==> config.mk <==
export PLATFORM = sky130hd
export DESIGN_NAME = fall_tick_scheduler
export DESIGN_NICKNAME = d
export VERILOG_FILES = /design/src/rtl/fall_tick_scheduler.sv
export SDC_FILE = /design/constraint.sdc
export NUM_CORES = 1
export LEC_CHECK = 0
export ABC_CLOCK_PERIOD_IN_PS = 3100
export CAP_MARGIN = 10
export CORE_ASPECT_RATIO = 1.75
export CORE_MARGIN = 5
export CORE_UTILIZATION = 30
export CTS_CLUSTER_DIAMETER = 120
export DETAILED_ROUTE_END_ITERATION = 7
export SLEW_MARGIN = 5
export SYNTH_ARGS = -nofsm -noshare
export SYNTH_HDL_FRONTEND = slang
export SYNTH_SLANG_ARGS = --single-unit
==> constraint.sdc <==
create_clock -name clk -period 3.1 [get_ports clk]
set_input_delay 0.62 -clock clk [delete_from_list [all_inputs] [get_ports clk]]
set_output_delay 0.62 -clock clk [all_outputs]
set_load 0.03 [all_outputs]
==> src/rtl/fall_tick_scheduler.sv <==
// Note-fall tick scheduler: turns the divider period into 1-cycle fall_tick enables under an idle/run/pause/over FSM.
// Latency: first fall_tick is registered period_lat cycles after the accepted start edge, then every period_lat run cycles.
// Backpressure: none; pulse inputs are priority-resolved game_over > pause_tgl > start. Optional macro AUTO_RAMP_EN.
module fall_tick_scheduler #(
  parameter int MIN_PERIOD = 2,
  parameter int RAMP_TICKS = 64,
  parameter int MAX_DIFF   = 15
) (
  input  logic        clk,
  input  logic        rst_n,
  input  logic        start,
  input  logic        pause_tgl,
  input  logic        game_over,
  input  logic [3:0]  diff_init,
  input  logic [31:0] refresh_max,
  output logic [3:0]  difficulty,
  output logic        fall_tick,
  output logic [15:0] tick_count,
  output logic [1:0]  state
);

  localparam logic [1:0] S_IDLE  = 2'd0;
  localparam logic [1:0] S_RUN   = 2'd1;
  localparam logic [1:0] S_PAUSE = 2'd2;
  localparam logic [1:0] S_OVER  = 2'd3;

  localparam logic [31:0] MIN_P   = 32'(MIN_PERIOD);
  localparam logic [3:0]  MAX_D   = 4'(MAX_DIFF);

  // Reject parameter values the counters cannot represent.
  if (RAMP_TICKS < 1 || RAMP_TICKS > 65535) begin : g_bad_ramp
    $error("RAMP_TICKS must be in 1..65535");
  end
  if (MIN_PERIOD < 2) begin : g_bad_min
    $error("MIN_PERIOD must be at least 2");
  end

  logic [1:0]  state_q, state_d;
  logic [31:0] cnt_q, cnt_d;
  logic [31:0] period_lat_q, period_lat_d;
  logic [15:0] tick_count_q, tick_count_d;
  logic [3:0]  difficulty_q, difficulty_d;
  logic        fall_tick_q, fall_tick_d;
  logic [31:0] period_clamped;
  logic [3:0]  diff_start;

`ifdef AUTO_RAMP_EN
  localparam logic [15:0] RAMP_LAST = 16'(RAMP_TICKS - 1);
  logic [15:0] ramp_cnt_q, ramp_cnt_d;
`endif

  // Floor the divider period so the period_lat-1 compare never wraps.
  assign period_clamped = (refresh_max < MIN_P) ? MIN_P : refresh_max;
  assign diff_start     = (diff_init > MAX_D) ? MAX_D : diff_init;

  // Next-state logic: FSM, period counter, tick counter and difficulty.
  always_comb begin
    state_d      = state_q;
    cnt_d        = cnt_q;
    period_lat_d = period_lat_q;
    tick_count_d = tick_count_q;
    difficulty_d = difficulty_q;
    fall_tick_d  = 1'b0;
`ifdef AUTO_RAMP_EN
    ramp_cnt_d   = ramp_cnt_q;
`endif
    case (state_q)
      S_IDLE, S_OVER: begin
        // game_over and pause_tgl carry no meaning here, so they cannot block a start.
        if (start) begin
          state_d      = S_RUN;
          cnt_d        = 32'd0;
          tick_count_d = 16'd0;
          difficulty_d = diff_start;
          period_lat_d = period_clamped;
`ifdef AUTO_RAMP_EN
          ramp_cnt_d   = 16'd0;
`endif
        end
      end
      S_RUN: begin
        if (game_over) begin
          state_d = S_OVER;
        end else if (pause_tgl) begin
          state_d = S_PAUSE;
        end else if (cnt_q == period_lat_q - 32'd1) begin
          // Tick boundary: the only point where a new divider period is accepted.
          fall_tick_d  = 1'b1;
          cnt_d        = 32'd0;
          period_lat_d = period_clamped;
          if (tick_count_q != 16'hFFFF) begin
            tick_count_d = tick_count_q + 16'd1;
          end
`ifdef AUTO_RAMP_EN
          if (ramp_cnt_q == RAMP_LAST) begin
            ramp_cnt_d = 16'd0;
            if (difficulty_q < MAX_D) begin
              difficulty_d = difficulty_q + 4'd1;
            end
          end else begin
            ramp_cnt_d = ramp_cnt_q + 16'd1;
          end
`endif
        end else begin
          cnt_d = cnt_q + 32'd1;
        end
      end
      S_PAUSE: begin
        if (game_over) begin
          state_d = S_OVER;
        end else if (pause_tgl) begin
          state_d = S_RUN;
        end
      end
      default: state_d = S_IDLE;
    endcase
  end

  // State registers with asynchronous reset so fall_tick drops immediately.
  always_ff @(posedge clk or negedge rst_n) begin
    if (!rst_n) begin
      state_q      <= S_IDLE;
      cnt_q        <= 32'd0;
      period_lat_q <= 32'd0;
      tick_count_q <= 16'd0;
      difficulty_q <= 4'd0;
      fall_tick_q  <= 1'b0;
`ifdef AUTO_RAMP_EN
      ramp_cnt_q   <= 16'd0;
`endif
    end else begin
      state_q      <= state_d;
      cnt_q        <= cnt_d;
      period_lat_q <= period_lat_d;
      tick_count_q <= tick_count_d;
      difficulty_q <= difficulty_d;
      fall_tick_q  <= fall_tick_d;
`ifdef AUTO_RAMP_EN
      ramp_cnt_q   <= ramp_cnt_d;
`endif
    end
  end

  assign state      = state_q;
  assign fall_tick  = fall_tick_q;
  assign tick_count = tick_count_q;
  assign difficulty = difficulty_q;

endmodule

==> key figures <==
Layout
  – Area grow syn2layout: 40.4%
  – Layout Nets: 795
  – Fill count: 1856
  – Design area: 7890 um2
  – Share of post-route cells with drive strength above 1: 26.7%
  – N_diodes: 0

Global routing
  – Largest net degree at the start of global routing: 53
  – First-pass GRT wire length: 25800 um
  – Vias in the first global route: 5080
  – Total GRT Usage: 15.1%
  – Antenna violations before repair: 0
  – GRT overflow: 0

Placed design
  – Post-DP HPWL: 12700 um
  – Gpl congestion: 0.855
  – # port buffers: 63
  – Placement Setup Slack: -0.261 ns
  – Post-DP Area: 7150 um2

Drt
  – Drc violations: 0
  – Starting DRT DRC Count: 222
  – Antenna Violating Nets Remaining: 0
  – Routed WL per cell: 17.0 um
  – DR pass1 iterations: 4
  – Drt total wl: 16900 um
  – Drt via density: 5.14
  – Routed via count: 5103

Floorplan
  – Die ar.: 21700 um2
  – Core Region: 18500 um2
  – Initial Util: 30.4%
  – Chip width: 113 um
  – Die Y: 191 um
  – I/O pin total: 64
  – Num rows: 66

STA
  – Headroom to the max-slew limit: 53.7%
  – Period minus WS final: 3.28 ns
  – RSZ-0062 raised after global routing: yes
  – Worst Tran Pin Value: 0.694 ns
  – Clk_skew: 0.00973 ns
  – Max-slew violations: 0
  – Final setup margin: -0.175 ns
  – Final setup fails: 53
  – Final period util: 106%
  – Final hold viol count: 0
  – Maximum clock rate: 0.305 GHz

Worst setup path
  – Worst path required time: 3.39 ns
  – Reg2Reg Setup Slack: -0.18 ns
  – Crit path buffers/inverters: 2
  – Startpoint Class: flop
  – Critical Path Stages: 10
  – Arrival time worst endpoint: 3.56 ns
  – Highest net fanout along the worst path: 8
  – End of the critical path: tick_count[8]$_DFFE_PN0P_
  – CP peak stage delay: 0.56 ns
  – Top delay family on crit path: simple AND/OR/NAND/NOR gates
  – Cell Chain, Critical Path: or4_4 -> or4_4 -> a21oi_4 -> o22ai_2 -> nor4_4 -> nand4b_4 -> buf_12 -> buf_8 -> or4_1 -> nand3_1
  – R2R cell count: 10
  – Crit. End Element: flop
  – Crit path kind: reg2reg
  – Slowest stage cell, crit path: or4_4
  – Worst path most repeated cell: or4_4
  – R2r endpoint: tick_count[8]$_DFFE_PN0P_
  – FF-to-FF Start: period_lat_q[0]$_DFFE_PN0P_
  – Crit path from: period_lat_q[0]$_DFFE_PN0P_

Synthesis
  – Flops & latches, synth: 87
  – Syn_nets: 644
  – EDFF count, synth: 0
  – Predominant post-synthesis flop cell: dfrtp_1
  – Synthesis warning total: 0
  – Post-synthesis sequential area ratio: 38.7%
  – Post-Syn Instances: 598
  – Mapped Avg Cell Area: 9.40 um2
  – Synthesized area: 5620 um2
  – Distinct cells, synth: 67
  – Async set-reset flop share out of synthesis: 100%

Clock network
  – Num Clock Sinks: 87
  – Clock slew seen by the registers of the worst setup and hold paths: 0.07 ns
  – Worst-case clock buffer depth: 2
  – CTS tree: built
  – Worst skew pair latency: 0.35 ns
  – Root buf cell: clkbuf_16
  – H-tree depth: 3
  – CTS Buf Count: 9

Power and ir drop
  – Lkg Pwr: 3.14 nW
  – Maximum VDD drop: 0.317 mV
  – Cell Pwr Density: 860 nW/um2

Hold path
  – HP Class: in2async

Run status
  – Failing checks: negative setup slack
  – Status: finished with violations

Flow run
  – Max_cap viols: 0
cell families after synthesis:
| family | after synthesis | synth area share (%) |
|---|---|---|
| buffers and inverters | 41 | 3.27 |
| AND/OR/NAND/NOR | 280 | 28.5 |
| multiplexers | 49 | 9.51 |
| AO/OA/AOI/OAI | 72 | 8.88 |
| XOR/XNOR | 64 | 9.98 |
| flip-flops | 87 | 38.7 |
| adder cells (fa/ha/maj) | 5 | 1.11 |
power by group:
group          internal (mW)  switching, mW
clock                  0.650          0.482
sequential              1.44          0.291
combinational           1.91           2.01
registers in the layout, summed over array words and instances, names as in the netlist:
register      flops
cnt_q            32
period_lat_q     32
tick_count       16
difficulty        4
state             2
fall_tick         1
metal layers:
metal / share of wire (%) / wire (um) / up-vias / GRT usage (%)
met2: 59 / 9960 / 69 / 30.2
met3: 1.8 / 297 / 27 / 2.19
li1: - / - / 2483 / -
met5: 0 / 0 / - / 0
met4: 2.8 / 465 / 0 / 6.20
met1: 36 / 6140 / 2524 / 15.1
Yosys cell counts, drive strengths merged, types with 6 or more instances:
master,number,area share [%]
or4,9,1.5
dfrtp,87,39
or2,7,0.78
nand2,44,2.9
xor2,31,4.8
mux2,35,7.0
inv,15,1.0
or3,7,0.78
nor3,21,2.0
and3,7,0.78
buf,13,1.4
xnor2,33,5.1
nor2b,6,0.67
clkbuf,13,0.87
o21ai,12,1.1
nand2b,18,2.0
mux2i,14,2.5
a31oi,9,1.0
nand4,19,2.1
a21oi,16,1.4
nor2,55,3.8
nor4,27,4.0
nand3,33,2.9
layout by cell type, fill, tap and decap left out, drive strengths merged, types with 3 or more instances in the layout:
cell type and count:
nor2b 6, mux2i 14, a31oi 9, or4 9, nand3b 4, inv 16, buf 103, and4 5
nand2b 18, xor2 31, mux2 35, a2111oi 3, a21oi 16, clkinvlp 4, nor3b 4, dfrtp 87
or3 7, nand3 33, xnor2 33, clkbuf 11, o211ai 3, or2 7, ha 5, nor4 27
nor2 55, clkdlybuf4s50 62, a211oi 5, nand4 19, and3 7, o21ai 12, nor3 21, nand2 44
nand4b 5, o22ai 5
how the worst min path moves through the flow:
stage | start | endpoint | slack, ns | depth (start not counted)
after floorplan | rst_n | cnt_q[0]$_DFFE_PN0P_ | 0.32 | 0
after global placement | difficulty[2]$_DFFE_PN0P_ | difficulty[2]$_DFFE_PN0P_ | 0.49 | 1
after detailed placement | difficulty[0]$_DFFE_PN0P_ | difficulty[0]$_DFFE_PN0P_ | 0.50 | 1
after CTS | rst_n | period_lat_q[31]$_DFFE_PN0P_ | 0.34 | 1
after global routing | rst_n | period_lat_q[23]$_DFFE_PN0P_ | 0.37 | 1
final | rst_n | period_lat_q[31]$_DFFE_PN0P_ | 0.31 | 1
cell type report:
type,instances,area (um2),share of cell area (%)
inverter,15,56.3,0.714
clock buffer,10,239,3.03
multi-input combinational,470,3550,45.0
sequential,87,2180,27.6
tap,238,298,3.78
clock inverter,6,68.8,0.872
timing repair buffer,166,1500,19.0
stage by stage:
| stage | hold slack [ns] | utilization (%) | power, mW | instances | TNS (ns) |
|---|---|---|---|---|---|
| 2_1_floorplan | 0.324 | - | 3.79 | 598 | 0 |
| 3_3_place_gp | 0.488 | 38.7 | 5.12 | 965 | -9.05 |
| 3_5_place_dp | 0.504 | 38.7 | 5.15 | 965 | -9.49 |
| 4_1_cts | 0.338 | 40.7 | 6.34 | 983 | -1.17 |
| 5_1_grt | 0.369 | 42.6 | 7.18 | 992 | -11.22 |
| 6_report | 0.314 | 42.6 | 6.78 | 992 | -4.65 |
timing repair:
action	4_1_cts	5_1_grt
endpoints found under the setup margin	69	75
hold buffers	0	0
resized for setup	9	53
setup buffers	2	7
pin swaps	2	24
cloned	0	2
No activity file was read; power rests on OpenSTA's default activity.
